$ cat src/rtl/mem_access_unit.sv
// rtl/mem_access_unit.sv - load/store/copy engine in front of a registered-read data memory.
// Requests are captured in IDLE; memory strobes are decoded from registered state only.
module mem_access_unit #(
  parameter int MEM_BASE = 64
) (
  input  logic       clk,
  input  logic       rst_n,
  input  logic       req_valid,
  output logic       req_ready,
  input  logic [1:0] req_op,
  input  logic [7:0] req_addr,
  input  logic [7:0] req_dst,
  input  logic [3:0] req_len,
  input  logic [7:0] req_wdata,
  output logic       resp_valid,
  output logic [7:0] resp_data,
  output logic       resp_err,
  output logic       busy,
  output logic [7:0] mem_addr,
  output logic [7:0] mem_wdata,
  output logic       mem_we,
  input  logic [7:0] mem_rdata
);

  localparam logic [2:0] S_IDLE    = 3'd0;
  localparam logic [2:0] S_LD_ADDR = 3'd1;
  localparam logic [2:0] S_LD_WAIT = 3'd2;
  localparam logic [2:0] S_ST      = 3'd3;
  localparam logic [2:0] S_CP_RD   = 3'd4;
  localparam logic [2:0] S_CP_WAIT = 3'd5;
  localparam logic [2:0] S_CP_WR   = 3'd6;
  localparam logic [2:0] S_ERR     = 3'd7;

  localparam logic [7:0] BASE = MEM_BASE[7:0];

  logic [2:0] state_q, state_d;
  logic [7:0] addr_q, addr_d;
  logic [7:0] dst_q, dst_d;
  logic [3:0] len_q, len_d;
  logic [7:0] wdata_q, wdata_d;
  logic [3:0] idx_q, idx_d;
  logic [7:0] hold_q, hold_d;
  logic       resp_valid_q, resp_valid_d;
  logic       resp_err_q, resp_err_d;
  logic [7:0] resp_data_q, resp_data_d;

  logic [8:0] src_end;
  logic [8:0] dst_end;
  logic       req_bad;

  // Range ends are formed at 9 bits so a copy wrapping past 0xFF is caught.
  always_comb begin
    src_end = {1'b0, req_addr} + {5'b0, req_len};
    dst_end = {1'b0, req_dst} + {5'b0, req_len};
    req_bad = 1'b0;
    case (req_op)
      2'b00, 2'b01: req_bad = (req_addr < BASE);
      2'b10:        req_bad = (req_addr < BASE) || (req_dst < BASE) ||
                              (src_end > 9'd255) || (dst_end > 9'd255);
      default:      req_bad = 1'b1;
    endcase
  end

  always_comb begin
    state_d      = state_q;
    addr_d       = addr_q;
    dst_d        = dst_q;
    len_d        = len_q;
    wdata_d      = wdata_q;
    idx_d        = idx_q;
    hold_d       = hold_q;
    resp_valid_d = 1'b0;
    resp_err_d   = resp_err_q;
    resp_data_d  = resp_data_q;
    case (state_q)
      S_IDLE: begin
        if (req_valid) begin
          addr_d  = req_addr;
          dst_d   = req_dst;
          len_d   = req_len;
          wdata_d = req_wdata;
          idx_d   = 4'd0;
          if (req_bad)              state_d = S_ERR;
          else if (req_op == 2'b00) state_d = S_LD_ADDR;
          else if (req_op == 2'b01) state_d = S_ST;
          else                      state_d = S_CP_RD;
        end
      end
      S_LD_ADDR: state_d = S_LD_WAIT;
      S_LD_WAIT: begin
        resp_valid_d = 1'b1;
        resp_err_d   = 1'b0;
        resp_data_d  = mem_rdata;
        state_d      = S_IDLE;
      end
      S_ST: begin
        resp_valid_d = 1'b1;
        resp_err_d   = 1'b0;
        resp_data_d  = 8'h00;
        state_d      = S_IDLE;
      end
      S_CP_RD: state_d = S_CP_WAIT;
      S_CP_WAIT: begin
        hold_d  = mem_rdata;
        state_d = S_CP_WR;
      end
      S_CP_WR: begin
        if (idx_q == len_q) begin
          resp_valid_d = 1'b1;
          resp_err_d   = 1'b0;
          resp_data_d  = hold_q;
          state_d      = S_IDLE;
        end else begin
          idx_d   = idx_q + 4'd1;
          state_d = S_CP_RD;
        end
      end
      default: begin
        resp_valid_d = 1'b1;
        resp_err_d   = 1'b1;
        resp_data_d  = 8'h00;
        state_d      = S_IDLE;
      end
    endcase
  end

  always_ff @(posedge clk or negedge rst_n) begin
    if (!rst_n) begin
      state_q      <= S_IDLE;
      addr_q       <= 8'h00;
      dst_q        <= 8'h00;
      len_q        <= 4'h0;
      wdata_q      <= 8'h00;
      idx_q        <= 4'h0;
      hold_q       <= 8'h00;
      resp_valid_q <= 1'b0;
      resp_err_q   <= 1'b0;
      resp_data_q  <= 8'h00;
    end else begin
      state_q      <= state_d;
      addr_q       <= addr_d;
      dst_q        <= dst_d;
      len_q        <= len_d;
      wdata_q      <= wdata_d;
      idx_q        <= idx_d;
      hold_q       <= hold_d;
      resp_valid_q <= resp_valid_d;
      resp_err_q   <= resp_err_d;
      resp_data_q  <= resp_data_d;
    end
  end

  always_comb begin
    mem_addr  = 8'h00;
    mem_wdata = 8'h00;
    mem_we    = 1'b0;
    case (state_q)
      S_LD_ADDR: mem_addr = addr_q;
      S_ST: begin
        mem_addr  = addr_q;
        mem_wdata = wdata_q;
        mem_we    = 1'b1;
      end
      S_CP_RD: mem_addr = addr_q + {4'b0, idx_q};
      S_CP_WR: begin
        mem_addr  = dst_q + {4'b0, idx_q};
        mem_wdata = hold_q;
        mem_we    = 1'b1;
      end
      default: ;
    endcase
  end

  assign req_ready  = (state_q == S_IDLE);
  assign busy       = ~req_ready;
  assign resp_valid = resp_valid_q;
  assign resp_err   = resp_err_q;
  assign resp_data  = resp_data_q;

endmodule

$ cat config.mk
export PLATFORM = sky130hd
export DESIGN_NAME = mem_access_unit
export DESIGN_NICKNAME = d
export VERILOG_FILES = /design/src/rtl/mem_access_unit.sv
export SDC_FILE = /design/constraint.sdc
export NUM_CORES = 1
export LEC_CHECK = 0
export ABC_AREA = 1
export CAP_MARGIN = 20
export CORE_ASPECT_RATIO = 0.8
export CORE_MARGIN = 3
export CORE_UTILIZATION = 39
export CTS_CLUSTER_SIZE = 8
export DETAILED_ROUTE_END_ITERATION = 8
export GPL_TIMING_DRIVEN = 0
export HOLD_SLACK_MARGIN = 0.15
export PLACE_DENSITY = 0.7
export SLEW_MARGIN = 20
export SYNTH_ARGS = -nofsm -noshare
export SYNTH_HDL_FRONTEND = slang
export SYNTH_SLANG_ARGS = --single-unit
$ cat constraint.sdc
create_clock -name clk -period 4.5 [get_ports clk]
set_input_delay 0.9 -clock clk [delete_from_list [all_inputs] [get_ports clk]]
set_output_delay 0.9 -clock clk [all_outputs]
set_load 0.02 [all_outputs]
==> reports/metrics.yaml <==
run_status:
  status: "finished, final reports clean"
floorplan:
  ios: 70
  initial_core_util_pct: 41.58
  die_h_um: 83.98
  die_area_um2: 8689
  core_um2: 7128
  die_x_um: 103.5
  row_count: 27
clock_network:
  cts-buffers-inserted: 5
  clock_sinks: 53
  htreeDepth: 2
  cts.clk_slew.worst_paths_ns: 0.10
  clock_latency_ns: 0.30
  cts-root-buf: "clkbuf_8"
  tritoncts: "built"
  cts.path.max_buffers: 2
worst_hold_path:
  hold_class: "reg -> reg"
global_route:
  grt_overflow: 0
  antenna_found_initial: 0
  grt_pass1_vias: 2673
  grt_max_degree: 54
  grt_pass1_wl_um: 12720
  grtUsageTotal_pct: 18.43
critical_path:
  start_kind: "flop"
  end_kind: "output pin"
  critPathBufInv: 5
  crit_path_max_fanout: 10
  crit_arrival_ns: 3.30
  critical_path_required_ns: 3.60
  path_cells: "inv_2, nand3_2, buf_4, clkbuf_2, nand2_1, nand2_1, ha_1, or2_2, nand3_1, nand2_1, nand2_2, inv_2, nand3_1, nand3_1, a21oi_1, clkdlybuf4s50_1"
  critPathSlowestCell: "clkdlybuf4s50_1"
  slowest_delay_ns: 0.62
  cpLargestDelayFamily: "buffers and inverters"
  critPathKind: "reg -> out"
timing:
  max-slew-margin-rel_pct: 55.39
  fin_crit_ns: 4.202
  fin_ws_ns: 0.2979
  finalCritPeriodShare_pct: 93.38
  maxSlewViolCount: 0
  setup_violations: 0
  clock_skew_ns: 0.006367
  timing.hold.ws_ns: 0.4748
  hold_violations: 0
  rsz0062_at_grt: "false"
  setup_tns_ns: 0
  worst_pin_slew_ns: 0.6691
  max_freq_ghz: 0.2380
placed_design:
  dpl_cell_area_um2: 3779
  pre_cts_slack_ns: 0.5555
  placed_cells: 557
  gp_congestion: 0.9465
  dp_hpwl_um: 5995
  io_buffers: 69
cells_and_area:
  fin_cells: 565
  diodes: 0
  layout.nets: 520
  mostFrequentLayoutCells: "135 x nand2_1, 67 x clkdlybuf4s50_1, 53 x dfrtp_1"
  area_growth_pct: 30.52
  fillers: 649
  drive_gt1_share_pct: 6.466
  final_area_um2: 3869
  final_common_cell: "nand2_1"
yosys:
  synth_top_area_share_pct: 44.74
  syn_area_um2: 2964
  syn_avg_cell_area_um2: 7.659
  synth_top_family_by_area: "simple AND/OR/NAND/NOR gates"
  yosys.area_share.simple_pct: 23.55
  synth_seq_cells: 53
  syn_nets: 444
  synth-seq-area-share_pct: 44.74
  synth.area.mux_share_pct: 0
  yosys_warnings: 0
  synth_area_leaders: "dfrtp_1 45%, nand2_1 17%, inv_1 6.5%"
  synthCells: 387
  ys_types: 28
  synthAdderAreaFrac_pct: 7.514
  synth-compound-area-share_pct: 13.51
  synthXorXnorAreaFrac_pct: 1.773
  yosysTopAreaCell: "dfrtp_1"
route:
  vias: 2742
  first_pass_iters: 5
  antenna_left: 0
  vias_per_cell: 4.853
  drc: 0
  wl_per_cell_um: 13.27
  wirelength_um: 7500
  drtIter0Drc: 113
power_and_ir_drop:
  ir_drop_mv: 0.2593
  p_leak_nw: 1.945
  power.density_nw_per_um2: 623.6
flow_run:
  cap_violations: 0
-- metrics by stage --
step                      total power [mW]  util [%]
after CTS                            2.426     54.22
after floorplan                      1.652         -
after global routing                 2.646     54.27
after global placement               2.115     53.05
after detailed placement             2.153     53.01
final                                2.413     54.27
-- worst paths after layout --
path                         startpoint      endpoint  slack (ns)  cells after the start
hold reg to reg            resp_data[1]  resp_data[1]        0.47                      2
setup reg to reg             state_q[0]     addr_q[4]        2.79                      7
setup / recovery             state_q[0]   mem_addr[7]        0.30                     16
hold / removal             resp_data[1]  resp_data[1]        0.47                      2
min in group asynchronous         rst_n    wdata_q[7]        0.62                      1
max in group asynchronous         rst_n      idx_q[0]        3.43                      1
-- routing by layer --
layer / up-vias / GRT usage, % / wire, um
met5: - / 0 / 0
met4: 0 / 4.353 / 93
met3: 6 / 3.008 / 328
met2: 55 / 27.89 / 3333
met1: 1301 / 27.34 / 3745
li1: 1380 / - / -
-- sequential cells by signal (all words and copies together) (netlist names), 3 cells and up --
| name | flops |
|---|---|
| wdata_q | 8 |
| hold_q | 8 |
| state_q | 3 |
| idx_q | 4 |
| len_q | 4 |
| addr_q | 8 |
| resp_data | 8 |
| dst_q | 8 |
-- tightest hold or removal path, cell delays in order (launching register included) --
cell and delay, ns:
dfrtp_1 0.35, nand2_1 0.05, nand2_1 0.04
-- cell type report --
cell class	instances	area [um^2]	share of cell area, %
inverters	57	214.0	5.530
plain buffers	11	51.30	1.326
clock buffers	6	72.57	1.876
multi-input cells	266	1374	35.51
well taps	101	126.4	3.266
repair buffers	69	690.7	17.85
flip-flops and latches	53	1326	34.28
clock inverters	2	13.76	0.3558
-- cell families after synthesis --
| group | after synthesis |
|---|---|
| adder cells (fa/ha/maj) | 16 |
| XOR/XNOR | 6 |
| AND/OR/NAND/NOR | 172 |
| flip-flops | 53 |
| AO/OA/AOI/OAI | 72 |
| buffers and inverters | 68 |
-- cells in the mapped netlist (all sizes together) --
master / n
a21oi: 15
a2bb2oi: 1
a31oi: 1
buf: 5
clkbuf: 6
dfrtp: 53
fa: 3
ha: 13
inv: 57
nand2: 137
nand3: 13
nand3b: 1
nand4: 2
nor2: 17
o21ai: 36
o21bai: 1
o22ai: 16
o31ai: 2
or2: 2
xor2: 6
-- power by group --
group	leakage [nW]	switching [mW]	internal, mW	total, mW
Sequential	0.671	0.156	0.689	0.845
Clock	0.0456	0.156	0.111	0.268
Combinational	1.23	0.773	0.526	1.30
Total	1.94	1.09	1.33	2.41
-- repair_timing --
item,4_1_cts,5_1_grt
hold buffers,0,0
setup buffers,0,0
resized for setup,0,3
endpoints found under the setup margin,0,3
Power figures use the tool's default switching activity.
